File: config.mk
export PLATFORM = sky130hd
export DESIGN_NAME = gf2_poly_divider_flat
export DESIGN_NICKNAME = d
export VERILOG_FILES = /design/src/rtl/gf2_poly_divider_if.sv /design/src/rtl/gf2_poly_divider.sv /design/src/flat_wrapper.sv
export SDC_FILE = /design/constraint.sdc
export NUM_CORES = 1
export LEC_CHECK = 0
export CAP_MARGIN = 5
export CORE_UTILIZATION = 50
export CTS_CLUSTER_SIZE = 12
export DETAILED_ROUTE_END_ITERATION = 10
export HOLD_SLACK_MARGIN = 0.02
export PLACE_DENSITY = 0.78
export SYNTH_ARGS = -nofsm -noshare
export SYNTH_HDL_FRONTEND = slang
export SYNTH_SLANG_ARGS = --single-unit
export TNS_END_PERCENT = 20
File: constraint.sdc
create_clock -name clk -period 2.1 [get_ports clk]
set_clock_uncertainty 0.05 [all_clocks]
set_input_delay 0.315 -clock clk [delete_from_list [all_inputs] [get_ports clk]]
set_output_delay 0.315 -clock clk [all_outputs]
set_load 0.01 [all_outputs]
File: src/rtl/gf2_poly_divider_if.sv
// Job/result handshake bundle for the GF(2) polynomial divider.
// The master side issues dividend/divisor jobs and consumes results;
// the slave side is the divider itself.
interface gf2_poly_divider_if #(
    parameter int N = 5
);
    logic               in_valid;
    logic               in_ready;
    logic [2*N-2:0]     dividend;
    logic [N-1:0]       divisor;
    logic               out_valid;
    logic               out_ready;
    logic [2*N-2:0]     quotient;
    logic [N-2:0]       remainder;
    logic               div_by_zero;

    modport master (
        output in_valid, dividend, divisor, out_ready,
        input  in_ready, out_valid, quotient, remainder, div_by_zero
    );

    modport slave (
        input  in_valid, dividend, divisor, out_ready,
        output in_ready, out_valid, quotient, remainder, div_by_zero
    );
endinterface

File: src/rtl/gf2_poly_divider.sv
// Sequential GF(2) polynomial long divider: (2N-1)-bit dividend by N-bit
// divisor, one dividend bit per cycle, MSB first. Quotient and remainder
// are registered and held until the next job overwrites them.
module gf2_poly_divider #(
    parameter int N = 5
) (
    input  logic               clk,
    input  logic               rst_n,
    gf2_poly_divider_if.slave  bus
);
    localparam int W  = 2 * N - 1;
    localparam int DW = $clog2(N);
    localparam int CW = $clog2(W);

    typedef enum logic [1:0] {IDLE, NORM, DIV, DONE} state_t;

    state_t          state;
    logic [W-1:0]    d;
    logic [N-1:0]    v;
    logic [W-1:0]    q;
    logic [N-1:0]    r;
    logic [DW-1:0]   deg_v;
    logic [CW-1:0]   cnt;

    logic            in_ready_r;
    logic            out_valid_r;
    logic [W-1:0]    quotient_r;
    logic [N-2:0]    remainder_r;
    logic            div_by_zero_r;

    logic [N-1:0]    t;
    logic            q_bit;
    logic [N-1:0]    r_next;

    // Index of the highest set bit of a nonzero divisor (degree of the polynomial).
    function automatic logic [DW-1:0] msb_index(input logic [N-1:0] val);
        logic [DW-1:0] idx;
        idx = '0;
        for (int i = 0; i < N; i++) begin
            if (val[i]) idx = DW'(i);
        end
        return idx;
    endfunction

    // One long-division step: shift in the next dividend bit, subtract
    // (XOR) the divisor whenever the partial remainder reaches degV.
    always_comb begin
        t      = {r[N-2:0], d[cnt]};
        q_bit  = t[deg_v];
        r_next = q_bit ? (t ^ v) : t;
    end

    // Control FSM with all datapath state and registered outputs.
    always_ff @(posedge clk or negedge rst_n) begin
        if (!rst_n) begin
            state         <= IDLE;
            d             <= '0;
            v             <= '0;
            q             <= '0;
            r             <= '0;
            deg_v         <= '0;
            cnt           <= '0;
            in_ready_r    <= 1'b1;
            out_valid_r   <= 1'b0;
            quotient_r    <= '0;
            remainder_r   <= '0;
            div_by_zero_r <= 1'b0;
        end else begin
            case (state)
                IDLE: begin
                    if (bus.in_valid && in_ready_r) begin
                        d          <= bus.dividend;
                        v          <= bus.divisor;
                        q          <= '0;
                        r          <= '0;
                        in_ready_r <= 1'b0;
                        state      <= NORM;
                    end
                end
                NORM: begin
                    if (v == '0) begin
                        quotient_r    <= '0;
                        remainder_r   <= '0;
                        div_by_zero_r <= 1'b1;
                        out_valid_r   <= 1'b1;
                        state         <= DONE;
                    end else begin
                        deg_v         <= msb_index(v);
                        cnt           <= CW'(W - 1);
                        div_by_zero_r <= 1'b0;
                        state         <= DIV;
                    end
                end
                DIV: begin
                    q[cnt] <= q_bit;
                    r      <= r_next;
                    if (cnt == '0) begin
                        // Final step: the last quotient bit goes straight to the output.
                        quotient_r  <= {q[W-1:1], q_bit};
                        remainder_r <= r_next[N-2:0];
                        out_valid_r <= 1'b1;
                        state       <= DONE;
                    end else begin
                        cnt <= cnt - 1'b1;
                    end
                end
                DONE: begin
                    if (bus.out_ready) begin
                        out_valid_r <= 1'b0;
                        in_ready_r  <= 1'b1;
                        state       <= IDLE;
                    end
                end
                default: begin
                    state       <= IDLE;
                    in_ready_r  <= 1'b1;
                    out_valid_r <= 1'b0;
                end
            endcase
        end
    end

    assign bus.in_ready    = in_ready_r;
    assign bus.out_valid   = out_valid_r;
    assign bus.quotient    = quotient_r;
    assign bus.remainder   = remainder_r;
    assign bus.div_by_zero = div_by_zero_r;
endmodule

File: src/flat_wrapper.sv
// flat-port wrapper written by rule: the top's interface ports become plain ports
module gf2_poly_divider_flat 
#(
    parameter int N = 5
)
  (clk, rst_n, bus_in_valid, bus_dividend, bus_divisor, bus_out_ready, bus_in_ready, bus_out_valid, bus_quotient, bus_remainder, bus_div_by_zero);
  gf2_poly_divider_if #(.N(N)) bus_i ();
  input  logic clk;
  input  logic rst_n;
  input wire logic [$bits(bus_i.in_valid)-1:0] bus_in_valid;
  input wire logic [$bits(bus_i.dividend)-1:0] bus_dividend;
  input wire logic [$bits(bus_i.divisor)-1:0] bus_divisor;
  input wire logic [$bits(bus_i.out_ready)-1:0] bus_out_ready;
  output wire logic [$bits(bus_i.in_ready)-1:0] bus_in_ready;
  output wire logic [$bits(bus_i.out_valid)-1:0] bus_out_valid;
  output wire logic [$bits(bus_i.quotient)-1:0] bus_quotient;
  output wire logic [$bits(bus_i.remainder)-1:0] bus_remainder;
  output wire logic [$bits(bus_i.div_by_zero)-1:0] bus_div_by_zero;
  assign bus_i.in_valid = bus_in_valid;
  assign bus_i.dividend = bus_dividend;
  assign bus_i.divisor = bus_divisor;
  assign bus_i.out_ready = bus_out_ready;
  assign bus_in_ready = bus_i.in_ready;
  assign bus_out_valid = bus_i.out_valid;
  assign bus_quotient = bus_i.quotient;
  assign bus_remainder = bus_i.remainder;
  assign bus_div_by_zero = bus_i.div_by_zero;
  gf2_poly_divider #(.N(N)) u_core (.clk(clk), .rst_n(rst_n), .bus(bus_i));
endmodule
# [After elaboration in Yosys (flattened, before gate mapping)]
# Index checks and enable logic that the tools add are counted.
[word_totals] regBits=52 latch_bits=0 ramBits=0 romBits=0 input_bits=18 output_inout_bits=16 n_memories=0
[classes] add_sub_neg=1 mul=0 div_mod_pow=0 magnitude_cmp=3 n_eq_ne=9 shift=0 n_mux=38 bitwise_logic=2 reduce_logical=17
[ops] operator="9-bit one-hot mux with 2 select lines" count=2
[ops] operator="9-bit 2-to-1 mux" count=3
[ops] operator="4-bit 2-to-1 mux" count=6
[ops] operator="4-bit one-hot mux with 2 select lines" count=3
[ops] operator="3-bit AND reduction" count=4
[ops] operator="1-bit 2-to-1 mux" count=11
[ops] operator="2-bit 2-to-1 mux" count=5
[ops] operator="9-bit bitwise mux" count=1
[ops] operator="2-bit one-hot mux with 4 select lines" count=1
[ops] operator="2-bit by 1-bit != test with 1-bit output, second input constant" count=3
[ops] operator="2-bit != test, second input constant" count=3
[ops] operator="2-bit AND reduction" count=3
[ops] operator="2-bit nonzero test" count=3
[ops] operator="5-bit zero test" count=1
[ops] operator="4-bit by 5-bit < comparator with 1-bit output, second input constant" count=1
[ops] operator="1-bit binary-select mux with 4-bit select" count=1
[ops] operator="1-bit demux with 4-bit select" count=1
[ops] operator="2-bit equality test, second input constant" count=2
[ops] operator="4-bit by 1-bit >= comparator with 1-bit output, second input constant" count=1
[ops] operator="4-bit zero test" count=1
[ops] operator="3-bit by 4-bit < comparator with 1-bit output, second input constant" count=1
[ops] operator="4-bit AND reduction" count=1
[ops] operator="4-bit by 1-bit subtractor with 4-bit output, second input constant" count=1
[ops] operator="4-bit bitwise XOR" count=1
[ops] operator="other kinds (9)" count=10

# [Depth between registers and ports, before layout]
[depth] ltp_word=7 mapped_depth=9 mapped_depth_nobuf=7

# [Worst setup path before layout]
# Ideal clock, no wire load.
[synth_timing] path_kind="register -> register" start="register u_core.cnt[0]" end="register u_core.state[0]" setup_ps=87 t_arrival_ps=2222 setup_slack_ps=-259 path_stages_with_launch=9 path_buffers=2 period_less_slack_ps=2359 cell_sequence="dfrtp_1 buf_6 inv_1 ha_1 or3b_2 clkbuf_1 a222oi_1 o21ai_0 a22oi_1"
[synth_between] elab_chain_cells=3
[synth_lines] element="from (decl)" line="gf2_poly_divider.sv:23" rtl="logic [CW-1:0] cnt;"
[synth_lines] element="from (signal assigned)" line="gf2_poly_divider.sv:89" rtl="cnt <= CW'(W - 1);"
[synth_lines] element="from (signal assigned)" line="gf2_poly_divider.sv:104" rtl="cnt <= cnt - 1'b1;"
[synth_lines] element="4-bit zero test" line="gf2_poly_divider.sv:97" rtl="if (cnt == '0) begin"
[synth_lines] element="2-bit by 1-bit != test with 1-bit output (no source line)"
[synth_lines] element="3-bit AND reduction (no source line)"
[synth_lines] element="to (signal assigned)" line="gf2_poly_divider.sv:91" rtl="state <= DIV;"
[synth_lines] element="to (signal assigned)" line="gf2_poly_divider.sv:102" rtl="state <= DONE;"
[synth_lines] element="to (signal assigned)" line="gf2_poly_divider.sv:111" rtl="state <= IDLE;"
[synth_lines] element="to (decl)" line="gf2_poly_divider.sv:17" rtl="state_t state;"
# Every way passes these cells.
# A chain may end at the register's enable or synchronous reset.

# [Worst setup path in the final report]
[layout_timing] start="register u_core.cnt[0]" end="register u_core.remainder_r[2], in the netlist u_core.bus.remainder[2]"
[layout_between] elab_chain_cells=7
[layout_lines] element="1-bit binary-select mux with 4-bit select" line="gf2_poly_divider.sv:48" rtl="t = {r[N-2:0], d[cnt]};"
[layout_lines] element="1-bit 2-to-1 mux (implied by the code)" line="gf2_poly_divider.sv:48"
[layout_lines] element="1-bit binary-select mux with 3-bit select" line="gf2_poly_divider.sv:49" rtl="q_bit = t[deg_v];"
[layout_lines] element="1-bit 2-to-1 mux (implied by the code)" line="gf2_poly_divider.sv:49"
[layout_lines] element="4-bit 2-to-1 mux" line="gf2_poly_divider.sv:50" rtl="r_next = q_bit ? (t ^ v) : t;"
[layout_lines] element="4-bit 2-to-1 mux" line="gf2_poly_divider.sv:97"
[layout_lines] element="4-bit one-hot mux with 2 select lines" line="gf2_poly_divider.sv:69" rtl="case (state)"
[layout_lines] element="to (signal assigned)" line="gf2_poly_divider.sv:100" rtl="remainder_r <= r_next[N-2:0];"
[layout_lines] element="to (decl)" line="gf2_poly_divider.sv:28" rtl="logic [N-2:0] remainder_r;"
# Parallel ways exist; a longest one is shown, timed or not. The select of a mux whose other input is x is not followed.

==> impl_metrics.ini <==
[logic_synthesis]
synth_fp_nets = 326
synth_compound_area_share_pct = 16.7
synthesis.area_mm2 = 0.00269
synthMuxAreaShare_pct = 4.92
syn_area_per_cell_um2 = 9.01
synth_xor_area_share_pct = 0
synth_edf_count = 0
async_flop_share_pct = 100
synth_top_family_by_area = simple AND/OR/NAND/NOR gates
synth_cell_types = 44
yosysWarnings = 0
synth-simple-area-share_pct = 21.8
synth_cells = 299
synth_flop_cell = dfrtp_1
synth-seq-cells = 51
synthAdderAreaFrac_pct = 4.18
synth_seq_area_share_pct = 47.4

[cts]
clk_latency_ps = 320
htreeDepth = 2
cts-root-buf = clkbuf_8
cts_tree = done
cts_buffers = 5
clk_pin_slew_worst_paths_ps = 110
clock_sinks = 51
postCtsSetupRepairBufs = 0
clockBufferDepth = 2

[place]
place_area_mm2 = 0.00334
gp_congestion = 0.842
hpwl_um = 4780
numPortBuffers = 33
place_inst = 422

[drt]
drt-vias-per-instance = 5.52
drt_wl_total_um = 6450
wl_per_cell_um = 15.0
num_vias = 2379
ant_nets = 0
drcViolationCount = 0
firstDrtPassIters = 4
drt-initial-drc-count = 180

[sta]
max_freq_ghz = 0.462
worst_pin_slew_ps = 447
drv_slew = 0
setup_viol = 4
slew-limit-headroom_pct = 70.1
layout_setup_ws_ps = -66.5
hold_viol = 0
rsz0062_at_grt = true
min_period_ps = 2170
min_period_over_period_pct = 103

[floorplan]
placementRows = 26
pin_count = 34
dieArea_mm2 = 0.00569
coreArea_mm2 = 0.00514
die_w_um = 75.4
initial_core_util_pct = 52.4
die_y_um = 75.4

[setup_path]
r2r-start = u_core.cnt[0]
ff2ff_path_depth = 5
crit_fanout = 3
critical_path_class = reg -> reg
r2r_end = u_core.bus.remainder[2]
arrival_ps = 2340
crit_chain = mux4_2, and3b_1, or4_4, and2_4, o311ai_1
r2r_slack_ps = -70
cp.required_ps = 2280
start_kind = flop
cpPeakStageDelay_ps = 520
slowest_stage = or4_4
cp-end-kind = flop

[global_route]
top_usage_layer = met2
grt_antenna_before_repair = 0
use_met3_pct = 4.76
grt_use_met1_pct = 32.4
grt_pass1_wl_um = 10700
grt_overflow = 0
grtUsageTotal_pct = 25.2
grt_max_degree = 52
grt_pass1_vias = 2290
met2_usage_pct = 41.7

[layout]
nFillCells = 453
regArea_mm2 = 0.00128
layout_commonest_cell = nand2_1
final_cell_mix = nand2_1, dfrtp_1, clkdlybuf4s50_1
drive_gt1_share_pct = 15.5
stdcell_count = 431
final_util_pct = 67.5
syn_to_final_growth_pct = 28.8
diodes = 0
nNetsFinal = 387
design_area_mm2 = 0.00347
multiInputGateArea_mm2 = 0.00132

[power]
powerDensity_mw_per_mm2 = 1460
cellLeakagePower_nw = 1.56
total_power_mw = 5.05
peakVddDrop_mv = 0.671

[run]
max-cap-violations = 0

[hold_path]
holdPathStages = 2
hp-class = reg -> reg
hold_start = u_core.bus.quotient[7]
holdPathEnd = u_core.bus.quotient[7]

[run_status]
violations = negative setup slack
outcome = finished, violations left
## stage by stage
| step | hold WS [ps] | setup slack (ps) | setup TNS (ps) |
|---|---|---|---|
| 6_report | 434 | -66.5 | -149 |
| 5_1_grt | 467 | -141 | -887 |
| 4_1_cts | 440 | -76.3 | -762 |
| 3_5_place_dp | 281 | -75.0 | -775 |
| 3_3_place_gp | 273 | -35.0 | -140 |
| 2_1_floorplan | -30.6 | -79.5 | -369 |
## cell usage after synthesis, types with 2 or more instances
master	number	share of area, %
nand4b_1	3	0.98
nor2b_1	2	0.46
nor3b_1	2	0.56
a32oi_1	3	0.98
buf_2	2	0.37
o21a_1	4	1.1
o31ai_1	6	1.7
a21oi_1	8	1.5
nand3_1	4	0.74
mux2i_1	11	4.1
o211ai_1	4	1.1
a22oi_1	4	1.1
inv_1	19	2.6
dfrtp_1	50	46
nor2_1	6	0.84
o21ai_0	22	4.1
clkbuf_1	11	1.5
a32o_1	3	1.1
nor3_1	9	1.7
o22ai_1	4	0.93
nand2_1	83	12
o311ai_1	2	0.65
or3b_2	2	0.65
ha_1	9	4.2
nand3b_1	2	0.56
or3_1	2	0.46
nand4_1	4	0.93
a22o_1	2	0.65
## per-layer routing
layer | share of wire [%] | vias to the layer above
met5 | 0 | -
met2 | 48 | 79
met1 | 43 | 1113
met4 | 2.7 | 0
li1 | - | 1171
met3 | 5.7 | 16
## sequential cells by signal, indices dropped and copies added, names as in the netlist
register and cells:
u_core.cnt 4, u_core.bus.out_valid 1, u_core.d 9, u_core.state 2, u_core.q 8, u_core.bus.quotient 9, u_core.r 4, u_core.deg_v 3
u_core.bus.remainder 4, u_core.v 5, u_core.bus.div_by_zero 1, u_core.bus.in_ready 1
## worst max-delay path by stage
| stage | start | end | depth (start not counted) |
|---|---|---|---|
| after floorplan | u_core.cnt[0] | u_core.bus.remainder[1] | 6 |
| after global placement | u_core.cnt[0] | u_core.q[8] | 5 |
| after detailed placement | u_core.cnt[0] | u_core.state[0] | 8 |
| after CTS | u_core.cnt[0] | u_core.q[1] | 5 |
| after global routing | u_core.cnt[0] | u_core.bus.remainder[2] | 5 |
| final | u_core.cnt[0] | u_core.bus.remainder[2] | 5 |
## repair_timing
action	in CTS	in global routing
endpoints found under the hold margin	50	0
setup endpoints to repair	19	19
resized for setup	2	6
hold buffers	1	0
pin swaps	1	2
## logic make-up (layout without fill, tap and decap cells)
group | Yosys count | in the layout
buffers and inverters | 33 | 95
multiplexers | 12 | 12
adder cells (fa/ha/maj) | 9 | 9
AO/OA/AOI/OAI | 67 | 67
AND/OR/NAND/NOR | 127 | 127
flip-flops | 51 | 51
## layout make-up
class                      count  area share (%)
clock inverter                 3           0.685
inverter                      19            2.13
multi-input combinational    215            38.0
timing repair buffer          68            17.9
tap                           70            2.53
clock buffer                   5            1.98
sequential                    51            36.8
## worst max-delay path: cells and delay by family, from the launching register on
family | cells | cell delay, ps
and+or+nand+nor | 3 | 890
muxes | 1 | 500
DFF | 1 | 390
AOI/OAI and AO/OA | 1 | 260
## power by group
part	total [mW]	switching, mW	leakage [nW]	internal (mW)
Clock	0.595	0.356	0.0408	0.239
Sequential	1.65	0.317	0.665	1.33
Combinational	2.81	1.54	0.859	1.27
Total	5.05	2.21	1.56	2.84
No activity file was read; power rests on OpenSTA's default activity.
